[src/rtl/rom_arbiter.sv]
// rom_arbiter: two-requester read arbiter in front of a 32-bit synchronous-read ROM.
// ROM_ARBITER_ROUND_ROBIN_EN selects round-robin; undefined gives fixed priority to requester 0.
module rom_arbiter #(
  parameter  int DEPTH      = 512,
  localparam int ADDR_WIDTH = $clog2(DEPTH)
) (
  input  logic                  i_clk,
  input  logic                  i_rst,
  input  logic                  i_req0_valid,
  input  logic [ADDR_WIDTH-1:0] i_req0_addr,
  output logic                  o_req0_ready,
  output logic                  o_req0_rvalid,
  output logic [31:0]           o_req0_rdata,
  input  logic                  i_req1_valid,
  input  logic [ADDR_WIDTH-1:0] i_req1_addr,
  output logic                  o_req1_ready,
  output logic                  o_req1_rvalid,
  output logic [31:0]           o_req1_rdata,
  output logic [ADDR_WIDTH-1:0] o_rom_addr,
  input  logic [31:0]           i_rom_data
);

  logic                  gnt0;
  logic                  gnt1;
  logic [ADDR_WIDTH-1:0] addr_q;
  logic                  rvalid0_q;
  logic                  rvalid1_q;

`ifdef ROM_ARBITER_ROUND_ROBIN_EN
  // last_q = 1 when requester 1 held the most recent grant
  logic last_q;

  always_comb begin
    gnt0 = 1'b0;
    gnt1 = 1'b0;
    if (!i_rst) begin
      gnt0 = i_req0_valid & (~i_req1_valid | last_q);
      gnt1 = i_req1_valid & (~i_req0_valid | ~last_q);
    end
  end

  always_ff @(posedge i_clk or posedge i_rst) begin
    if (i_rst) begin
      last_q <= 1'b1;
    end else if (gnt0) begin
      last_q <= 1'b0;
    end else if (gnt1) begin
      last_q <= 1'b1;
    end
  end
`else
  always_comb begin
    gnt0 = 1'b0;
    gnt1 = 1'b0;
    if (!i_rst) begin
      gnt0 = i_req0_valid;
      gnt1 = i_req1_valid & ~i_req0_valid;
    end
  end
`endif

  // Idle cycles replay the last address so the ROM output stays put
  always_comb begin
    o_rom_addr = addr_q;
    if (gnt0) begin
      o_rom_addr = i_req0_addr;
    end else if (gnt1) begin
      o_rom_addr = i_req1_addr;
    end
  end

  always_ff @(posedge i_clk or posedge i_rst) begin
    if (i_rst) begin
      addr_q    <= '0;
      rvalid0_q <= 1'b0;
      rvalid1_q <= 1'b0;
    end else begin
      rvalid0_q <= gnt0;
      rvalid1_q <= gnt1;
      if (gnt0 | gnt1) begin
        addr_q <= o_rom_addr;
      end
    end
  end

  assign o_req0_ready  = gnt0;
  assign o_req1_ready  = gnt1;
  assign o_req0_rvalid = rvalid0_q;
  assign o_req1_rvalid = rvalid1_q;
  assign o_req0_rdata  = i_rom_data;
  assign o_req1_rdata  = i_rom_data;

endmodule

[config.mk]
export PLATFORM = sky130hd
export DESIGN_NAME = rom_arbiter
export DESIGN_NICKNAME = d
export VERILOG_FILES = /design/src/rtl/rom_arbiter.sv
export SDC_FILE = /design/constraint.sdc
export NUM_CORES = 1
export LEC_CHECK = 0
export CAP_MARGIN = 20
export CELL_PAD_IN_SITES_DETAIL_PLACEMENT = 0
export CELL_PAD_IN_SITES_GLOBAL_PLACEMENT = 1
export CORE_MARGIN = 2
export CORE_UTILIZATION = 18
export DETAILED_ROUTE_END_ITERATION = 7
export GPL_ROUTABILITY_DRIVEN = 0
export PLACE_DENSITY = 0.87
export SLEW_MARGIN = 10
export SYNTH_ARGS = -nofsm -noshare
export SYNTH_HDL_FRONTEND = slang
export SYNTH_SLANG_ARGS = --single-unit
[constraint.sdc]
create_clock -name i_clk -period 2.75 [get_ports i_clk]
set_clock_uncertainty 0.1 [all_clocks]
set_input_delay 0.825 -clock i_clk [delete_from_list [all_inputs] [get_ports i_clk]]
set_output_delay 0.825 -clock i_clk [all_outputs]
set_load 0.01 [all_outputs]
==> run summary <==
The slew of the pin with the lowest slew margin is 0.263 ns. The share of async-settable or async-resettable flops after synthesis is 1.00. The final non-filler cell total is roughly 180. The register bit total from synthesis came out at 11.

The root buffer cell chosen for the clock tree is sky130_fd_sc_hd__clkbuf_8. The maximum resistive drop on vdd came out at 202 uV. The TritonCTS sink count is 11. The distinct cell type count after synthesis is 12. The final count of pins violating max slew is 0. The estimated wirelength of the detail-placed design came out at 1810 um.

After the last flow step, the layout net total stands at about 160. The share of synthesized area in the top cell type comes to 0.452. The area added between synthesis and finish came out at 4.52%. The data arrival at the endpoint of the critical path came out at between 1.5 and 2 ns.

The average instance area after synthesis is 9.23 um^2. The detail route stage leaves a number of antenna-violating nets equal to 0. The static leakage is 0.458 nW. The horizontal extent of the die is 81.5 um. The highest fanout seen on the critical path came out at 6. The clock input transition at the sequential cells of the worst setup and hold paths is 0.05 ns. The per-cell via count in the routed design is 3.96. During placement, the flow inserted port buffers numbering 34. TritonCTS built the clock tree. The number of antenna violations at the first check in global routing is 0. sky130_fd_sc_hd__buf_4 takes more of the synthesized area than any other cell. The number of rows created at floorplan is 28.

The cell area after layout is between 1000 and 1500 um^2. STA classifies the critical path startpoint as an input pin. The routed layout has 709 vias. The clock insertion delay at the later pin of the skew report is approximately 0.24 ns. The global routing usage summed across all routing layers came out at 0.0829.

The area inside the core boundary is 5850 um^2. The hold violation count in the final report is 0. The critical path endpoint category is a primary output. The number of buffers created by CTS came out at 3. The fraction of the yosys area taken by sequential cells is 0.255. The maximum single-stage delay on the critical path came out at 0.22 ns.

The number of violations reported at the end of detailed-routing iteration 0 is 22. For this run, the top clock speed supported by timing is 368 MHz. In the final routed layout, each cell accounts on average for about 15 um. In this run, placement finished with an instance count of 168. The first global-routing pass estimated ~4000 um of wire. The effective utilization at floorplan is 0.185. The total nets after synthesis came out at 171. Summed over all layers, the routed wires come to between 2000 and 3000 um. The worst hold path belongs to the class reg2reg. The count of max-cap constraint violations is 0. Sorting the synthesized cells by area gives the leading types as sky130_fd_sc_hd__buf_4, sky130_fd_sc_hd__dfrtp_1, sky130_fd_sc_hd__o221a_2.

The hold buffer count at CTS is 0. The setup total negative slack came out at 0 ns. The share of the clock period used by the worst path after layout is 0.987. The synthesized cell area is 1080 um^2. The first TritonRoute pass finished after 3 iterations. The warning count from the yosys run came out at 0.

The floorplan step defined a die boundary enclosing between 6000 and 7000 um^2. The critical path goes through clkbuf_4, buf_4, nor2_4, buf_4, buf_4, o221a_2, buf_2. The share of the core filled with cells is 0.193. Setup repair after global routing could not meet its margin everywhere. The run finished with clean final reports. The power per standard cell area is approximately 450 nW/um^2. For this run, design rule violations remaining after detail routing come to 0. In this run the number of H-tree levels came out at 1. The slowest stage of the critical path is the sky130_fd_sc_hd__o221a_2 cell. Synthesis produced roughly 120 cells. The I/O pin total is 131. The pin count of the biggest net entering global routing came out at 10.

The count of antenna diodes in the layout came out at 0. The residual overflow from global routing is 0. Of the cells placed in the final design, the portion with a size suffix greater than 1 is 0.404. Measured against its own limit, the worst slew margin works out to 0.824. Among all flip-flop cells after synthesis, the most frequent one is sky130_fd_sc_hd__dfrtp_1.

The required time at the endpoint of the critical path is 1.83 ns. The class of the most critical setup path is in2out. The via count of the first global-routing pass came out at about 810.

The final setup violation count is 0. The shortest period the worst path allows is 2.71 ns. The most numerous cell type found on the critical path is sky130_fd_sc_hd__buf_4.

The number of buffers on the longest clock path came out at 2. The area after detailed placement came out at about 1100 um^2. In this run, synthesis inferred 0 flip-flops with an integrated enable. In the post-synthesis netlist, the cell with the most instances is sky130_fd_sc_hd__buf_4. Ranked by instance count, the synthesized netlist is headed by sky130_fd_sc_hd__buf_4, sky130_fd_sc_hd__dfrtp_1, sky130_fd_sc_hd__o221a_2, sky130_fd_sc_hd__a21oi_1, sky130_fd_sc_hd__o22ai_1. The die is 81.5 um tall. The total of fill cells in the finished design is 659.
-- cell families (layout without fill, tap and decap cells) --
logic type             after synthesis  after routing  share of synthesized area
buffers and inverters               69             54                      0.481
and+or+nand+nor                     11             13                     0.0765
AOI/OAI and AO/OA                   26             26                      0.188
DFF                                 11             11                      0.255
-- where the power goes --
part / switching, mW / leakage (nW) / internal [mW]
logic: 0.0684 / 0.309 / 0.0899
clock network: 0.0611 / 0.0228 / 0.102
registers: 0.0101 / 0.126 / 0.182
-- what timing repair did --
| item | in CTS | in global routing |
|---|---|---|
| setup endpoints to repair | 11 | 8 |
| gates resized for setup | 36 | 7 |
| buffers inserted | 4 | 1 |
| cloned | 2 | 0 |
| pin swaps | 2 | 1 |
-- path summary, 6_finish.rpt --
path | slack [ns] | depth (start not counted) | to | from
min in group asynchronous | 0.47 | 2 | addr_q[1]$_DFFE_PP0P_ | i_rst
max in group asynchronous | 1.66 | 3 | o_req0_rvalid$_DFF_PP0_ | i_rst
max | 0.04 | 7 | o_rom_addr[7] | i_rst
max reg2reg | 1.85 | 2 | addr_q[1]$_DFFE_PP0P_ | addr_q[1]$_DFFE_PP0P_
min reg2reg | 0.45 | 1 | addr_q[0]$_DFFE_PP0P_ | addr_q[0]$_DFFE_PP0P_
min | 0.45 | 1 | addr_q[0]$_DFFE_PP0P_ | addr_q[0]$_DFFE_PP0P_
-- stage by stage --
stage	hold WS, ns	total power [mW]	setup WS, ns
2_1_floorplan	0.421	0.363	0.308
3_3_place_gp	0.434	0.357	-0.653
3_5_place_dp	0.438	0.360	-0.681
4_1_cts	0.455	0.528	0.00295
5_1_grt	0.473	0.547	-0.0300
6_report	0.453	0.513	0.0358
-- area by class of cell --
type                            instances  area, um^2  area share
Clock buffer                            4        45.0      0.0399
Inverter                                3        11.3     0.00998
Multi-Input combinational cell         39         310       0.275
Sequential cell                        11         275       0.244
Tap cell                               75        93.8      0.0831
Timing Repair Buffer                   47         393       0.348
-- sequential cells by signal, summed over array words and instances, names as in the netlist --
| signal | count |
|---|---|
| addr_q | 9 |
| o_req0_rvalid | 1 |
| o_req1_rvalid | 1 |
-- cell usage in the layout, fill, tap and decap left out, drive strengths merged --
cell	n
dlygate4sd2	5
buf	18
o221a	10
clkdlybuf4s50	20
a21oi	8
inv	3
nand3b	5
clkbuf	8
nand2b	3
dfrtp	11
o22ai	8
nor2	5
-- layer usage --
metal	up-vias	part of all wire	GRT usage
met1	329	0.39	0.0891
met3	22	0.12	0.0385
met4	0	0.039	0.0458
met2	33	0.44	0.134
li1	325	-	-
met5	-	0	0
-- critical path: cells and delay by family --
kind            cells  cell delay (ns)
simple gates        1             0.05
buf+inv             5             0.68
compound gates      1             0.22
(Power assumes the default switching activity.)
